<file path="src/rtl/taylor_term_stage.sv">
// Two-stage Taylor-series iteration: t' = t*x/(n+1), y' = y + t'.
// The registered outputs are fed back upstream as the "past" operands.
module taylor_term_stage #(
   parameter int N_TERMS = 8,
   parameter int COEF_W  = 17
) (
   input  logic        clk,
   input  logic        rst,
   input  logic        stall,
   input  logic        flush,
   input  logic [31:0] y_in,
   input  logic [31:0] t_in,
   input  logic [7:0]  x_in,
   input  logic [3:0]  n_in,
   input  logic        ovf_in,
   input  logic        v_in,
   output logic [31:0] y_out,
   output logic [31:0] t_out,
   output logic [7:0]  x_out,
   output logic [3:0]  n_out,
   output logic        ovf_out,
   output logic        v_out,
   output logic        last_out
);

   localparam int PROD_W = 32 + COEF_W;

   // Reciprocal table floor(65536/(k+1)) in Q1.16.
   function automatic logic [COEF_W-1:0] recip_lut(input logic [3:0] k);
      logic [COEF_W-1:0] c;
      case (k)
         4'd0:    c = 17'd65536;
         4'd1:    c = 17'd32768;
         4'd2:    c = 17'd21845;
         4'd3:    c = 17'd16384;
         4'd4:    c = 17'd13107;
         4'd5:    c = 17'd10922;
         4'd6:    c = 17'd9362;
         4'd7:    c = 17'd8192;
         4'd8:    c = 17'd7281;
         4'd9:    c = 17'd6553;
         4'd10:   c = 17'd5957;
         4'd11:   c = 17'd5461;
         4'd12:   c = 17'd5041;
         4'd13:   c = 17'd4681;
         4'd14:   c = 17'd4369;
         4'd15:   c = 17'd4096;
         default: c = 17'd0;
      endcase
      return c;
   endfunction

   logic [31:0]       p1_r;
   logic [31:0]       y1_r;
   logic [7:0]        x1_r;
   logic [3:0]        n1_r;
   logic              ovf1_r;
   logic              v1_r;

   logic [31:0]       y_r;
   logic [31:0]       t_r;
   logic [7:0]        x_r;
   logic [3:0]        n_r;
   logic              ovf_r;
   logic              v_r;
   logic              last_r;

   logic [39:0]       prod1_s;
   logic [31:0]       p1_next_s;
   logic [COEF_W-1:0] coef_s;
   logic [PROD_W-1:0] prod2_s;
   logic [31:0]       t_next_s;
   logic [32:0]       sum_s;
   logic [31:0]       y_next_s;
   logic              ovf_next_s;
   logic [3:0]        n_next_s;
   logic              last_next_s;

   // Stage-1 datapath: scale the term by x (Q0.8), keeping Q16.16.
   always_comb begin
      prod1_s   = {8'd0, t_in} * {32'd0, x_in};
      p1_next_s = 32'(prod1_s >> 8);
   end

   // Stage-2 datapath: divide by (n+1), accumulate with saturation.
   always_comb begin
      coef_s      = recip_lut(n1_r);
      prod2_s     = PROD_W'(p1_r) * PROD_W'(coef_s);
      t_next_s    = 32'(prod2_s >> 16);
      sum_s       = {1'b0, y1_r} + {1'b0, t_next_s};
      y_next_s    = sum_s[31:0];
      ovf_next_s  = ovf1_r;
      if (sum_s[32]) begin
         y_next_s   = 32'hFFFF_FFFF;
         ovf_next_s = 1'b1;
      end else begin
         y_next_s   = sum_s[31:0];
         ovf_next_s = ovf1_r;
      end
      if (n1_r == 4'd15) begin
         n_next_s = 4'd15;
      end else begin
         n_next_s = n1_r + 4'd1;
      end
      last_next_s = v1_r && (n_next_s == 4'(N_TERMS));
   end

   // Stage-1 registers; data only loads for valid entries so bubbles hold it.
   always_ff @(posedge clk) begin
      if (rst) begin
         p1_r   <= 32'd0;
         y1_r   <= 32'd0;
         x1_r   <= 8'd0;
         n1_r   <= 4'd0;
         ovf1_r <= 1'b0;
         v1_r   <= 1'b0;
      end else if (flush) begin
         v1_r <= 1'b0;
      end else if (!stall) begin
         v1_r <= v_in;
         if (v_in) begin
            p1_r   <= p1_next_s;
            y1_r   <= y_in;
            x1_r   <= x_in;
            n1_r   <= n_in;
            ovf1_r <= ovf_in;
         end
      end
   end

   // Stage-2 (output) registers.
   always_ff @(posedge clk) begin
      if (rst) begin
         y_r    <= 32'd0;
         t_r    <= 32'd0;
         x_r    <= 8'd0;
         n_r    <= 4'd0;
         ovf_r  <= 1'b0;
         v_r    <= 1'b0;
         last_r <= 1'b0;
      end else if (flush) begin
         v_r    <= 1'b0;
         last_r <= 1'b0;
      end else if (!stall) begin
         v_r    <= v1_r;
         last_r <= last_next_s;
         if (v1_r) begin
            y_r   <= y_next_s;
            t_r   <= t_next_s;
            x_r   <= x1_r;
            n_r   <= n_next_s;
            ovf_r <= ovf_next_s;
         end
      end
   end

   assign y_out    = y_r;
   assign t_out    = t_r;
   assign x_out    = x_r;
   assign n_out    = n_r;
   assign ovf_out  = ovf_r;
   assign v_out    = v_r;
   assign last_out = last_r;

endmodule

</file>
<file path="config.mk">
export PLATFORM = sky130hd
export DESIGN_NAME = taylor_term_stage
export DESIGN_NICKNAME = d
export VERILOG_FILES = /design/src/rtl/taylor_term_stage.sv
export SDC_FILE = /design/constraint.sdc
export NUM_CORES = 2
export LEC_CHECK = 0
export BUFFER_PORTS_ARGS = -buffer_cell sky130_fd_sc_hd__clkbuf_2
export CAP_MARGIN = 25
export CORE_MARGIN = 1
export CORE_UTILIZATION = 45
export DETAILED_ROUTE_END_ITERATION = 8
export GPL_TIMING_DRIVEN = 0
export PLACE_DENSITY = 0.67
export SETUP_SLACK_MARGIN = 0.02
export SYNTH_ARGS = -nofsm -noshare
export SYNTH_HDL_FRONTEND = slang
export SYNTH_SLANG_ARGS = --single-unit
</file>
<file path="constraint.sdc">
create_clock -name clk -period 11 [get_ports clk]
set_clock_uncertainty 0.2 [all_clocks]
set_input_delay 2.2 -clock clk [delete_from_list [all_inputs] [get_ports clk]]
set_output_delay 2.2 -clock clk [all_outputs]
set_load 0.05 [all_outputs]
</file>
==> summary.md <==
| Metric | Value |
|---|---|
| Outcome | finished, final reports clean |
| Seq/Total Area, Yosys | between 10% and 20% |
| R2R Setup Slk | 0.46 ns |
| Fin worst setup slack | between 0.4 and 0.5 ns |
| Layout cells sized above 1 | 6.68% |
| Final setup vio count | 0 |
| Synthesized Nets | around 4700 |
| Routed wire length | around 93000 um |
| DR vias/cell | 5.33 |
| Core area | approximately 70000 um2 |
| Main combinational cell family by area after synthesis | adder cells |
| Top cells by area, synth | fa_1 39%, dfxtp_1 11%, nand2_1 9.1%, ha_1 8.6%, inv_1 8.5% |
| Tmin final | between 10 and 15 ns |
| Insertion delay to the later sink of the worst-skew pair | approximately 0.47 ns |
| Drt drc | 0 |
| Die width | approximately 270 um |
| Vias | about 26000 |
| Slew headroom | roughly a quarter |
| I/O Buffers | about 160 |
| Synth Area in Adders | 48.0% |
| Cts repair resizes | 0 |
| Post-synth top flop | dfxtp_1 |
| Number of global-route vias before repair | approximately 26000 |
| Row count | 97 |
| Yosys warns | 0 |
| Synth Area in Compound Gates | a little under a tenth |
| Maximum clock rate | approximately 95 MHz |
| Dpl hpwl | 77000 um |
| Initial Utilization | ~45% |
| Post-Synth XOR/XNOR Area | ~2.4% |
| Max IR drop VDD | about 0.00021 V |
| Data arrival at the endpoint of the critical path | ~11 ns |
| Die Ht | between 200 and 300 um |
| Post-synth EDFFs | 0 |
| RePlAce Congestion | approximately 0.94 |
| Area Overhead vs Synth | 8.25% |
| Largest net degree at the start of global routing | 18 |
| Synth unique cells | 73 |
| Antenna Nets Post-Route | 0 |
| Final net count | ~4800 |
| Final TNS setup | 0 ns |
| Slowest cell on the critical path | clkbuf_1 |
| Crit path launch | p1_r[11] |
| Cells after synthesis | 3731 |
| FF+latch count, synth | about 170 |
| R2R Path Start | p1_r[11] |
| R2R Path End | y_out[10] |
| R2r worst-path depth | 34 |
| Syn Area/Cell | about 8.5 um2 |
| Total CTS buffers | 17 |
| Cell area power density | about 130 nW/um2 |
| Htree depth | 4 |
| CTS Root Cell | clkbuf_16 |
| Setup CP Type | reg2reg |
| Max Cap Viol | 0 |
| GR Overflow Total | 0 |
| CTS tree | built |
| Post-place setup slack | about 0.25 ns |
| End of the critical path | y_out[10] |
| Mux contribution to synthesized area | less than 1% |
| RSZ-0062 raised after global routing | false |
| Clock tree sinks | 174 |
| CP most frequent cell | fa_1 |
| Final hold vios | 0 |
| I/O pins | 161 |
| Total GRT Usage | between 20% and 30% |
| Antenna violations before repair | 2 |
| Fin Hold WS | 0.255 ns |
| Worst min-delay path class | reg2reg |
| CP endpoint kind | flop |
| Post-synthesis simple-gate area fraction | between 10% and 20% |
| Netlist Area Pre-Place | 31800 um2 |
| Period utilization | 95.8% |
| CP required | between 10 and 15 ns |
| First-pass GRT wire length | ~150000 um |
| WL per Instance | approximately 19 um |
| DRT Pass-1 Iters | 7 |
| Critical Path Start Type | flop |
| Top-area cell type share of the netlist area | 39.5% |
| Hold Crit Depth | 2 |
| Leading area contributor after synthesis | fa_1 |
| Postcts setup bufs | 0 |
| Leak | between 0.015 and 0.02 uW |
| Crit path max fanout | 10 |
| Iter 0 DRT Violations | around 1900 |
| Cts hold-fix bufs | 0 |
| Max stage delay on crit path | approximately 0.56 ns |
| Die area | around 70000 um2 |
| Clock Path Buffers | 2 |
| Tightest Pin Transition | 1.12 ns |
| CTS clk-pin slew, worst paths | roughly 0.070 ns |
| Max-slew violation count | 0 |
| Post-synth ARST share | 0% |
[layer usage]
metal / global-route usage (%) / vias up / part of all wire, %
li1: - / 11700 / -
met1: 36.8 / 13100 / 43
met2: 44.5 / 919 / 47
met3: 3.71 / 165 / 7.0
met4: 8.28 / 2 / 3.2
met5: 0 / - / 0.012
[where the power goes]
| part | internal, uW | total [uW] | switching (uW) | leakage (uW) |
|---|---|---|---|---|
| Combinational | 1100 | 2980 | 1880 | 0.0151 |
| Clock | 349 | 653 | 303 | 0.000298 |
| Sequential | 673 | 755 | 82.4 | 0.00141 |
[stage by stage]
step | util (%) | total power, uW | std cells | cell area, um2
6_report | 49.2 | 4380 | 4865 | 34400
5_1_grt | 49.2 | 4760 | 4865 | 34400
4_1_cts | 49.2 | 4360 | 4866 | 34400
3_5_place_dp | 48.3 | 3700 | 4834 | 33800
3_3_place_gp | 48.3 | 3680 | 4830 | 33700
2_1_floorplan | - | 2800 | 3731 | 31800
[layout make-up]
| type | count | area [um2] |
|---|---|---|
| inverter | 724 | 2720 |
| clock buffer | 18 | 439 |
| buffer | 184 | 721 |
| sequential | 174 | 3480 |
| clock inverter | 14 | 168 |
| fill | 6808 | 35500 |
| timing repair buffer | 163 | 823 |
| tap | 940 | 1180 |
| antenna | 1 | 2.50 |
| multi-input combinational | 2647 | 24800 |
[cells in the mapped netlist, types with 41 or more instances]
library cell,instances
nand2_1,766
inv_1,722
fa_1,626
and2_1,282
ha_1,218
dfxtp_1,174
clkbuf_1,171
a21oi_1,165
nor2_1,68
o21ai_0,64
a21o_1,62
xnor2_1,45
xor2_1,41
[critical path, delay by kind of cell, from the launching register on]
family / cells / cell delay, ns
XOR/XNOR: 1 / 0.34
AND/OR/NAND/NOR: 4 / 0.95
flip-flops: 1 / 0.31
adder cells (fa/ha/maj): 8 / 3.62
buffers and inverters: 9 / 1.79
AO/OA/AOI/OAI: 12 / 3.16
[worst min path at each step]
stage | startpoint | end | slack [ns]
3_3_place_gp | x1_r[2] | x1_r[2] | 0.25
5_1_grt | x1_r[6] | x_out[6] | 0.28
2_1_floorplan | ovf1_r | ovf_out | 0.23
3_5_place_dp | x1_r[2] | x_out[2] | 0.25
6_report | x1_r[0] | x_out[0] | 0.26
4_1_cts | t_out[20] | t_out[20] | 0.26
[cells by family after synthesis]
family / after synthesis
simple gates: 1255
flops: 174
fa+ha+maj: 844
buf+inv: 910
compound gates: 455
xor+xnor: 86
mux: 7
[flip-flops by register name, summed over array words and instances (netlist names)]
| name | cells |
|---|---|
| t_out | 32 |
| n_out | 4 |
| ovf1_r | 1 |
| coef_s | 17 |
| last_out | 1 |
| x_out | 8 |
| p1_r | 32 |
| y1_r | 32 |
| x1_r | 8 |
| n1_r | 4 |
| v1_r | 1 |
| y_out | 32 |
| v_out | 1 |
| ovf_out | 1 |
[cell usage in the layout (no fill, tap or decap), types with 45 or more instances in the layout]
master and count:
a21o_1 62, a21oi_1 165, and2_1 282, clkbuf_1 165, clkbuf_2 163, dfxtp_1 174, fa_1 626, ha_1 218
inv_1 722, nand2_1 766, nor2_1 68, o21ai_0 64, xnor2_1 45
No activity file was read; power rests on OpenSTA's default activity.
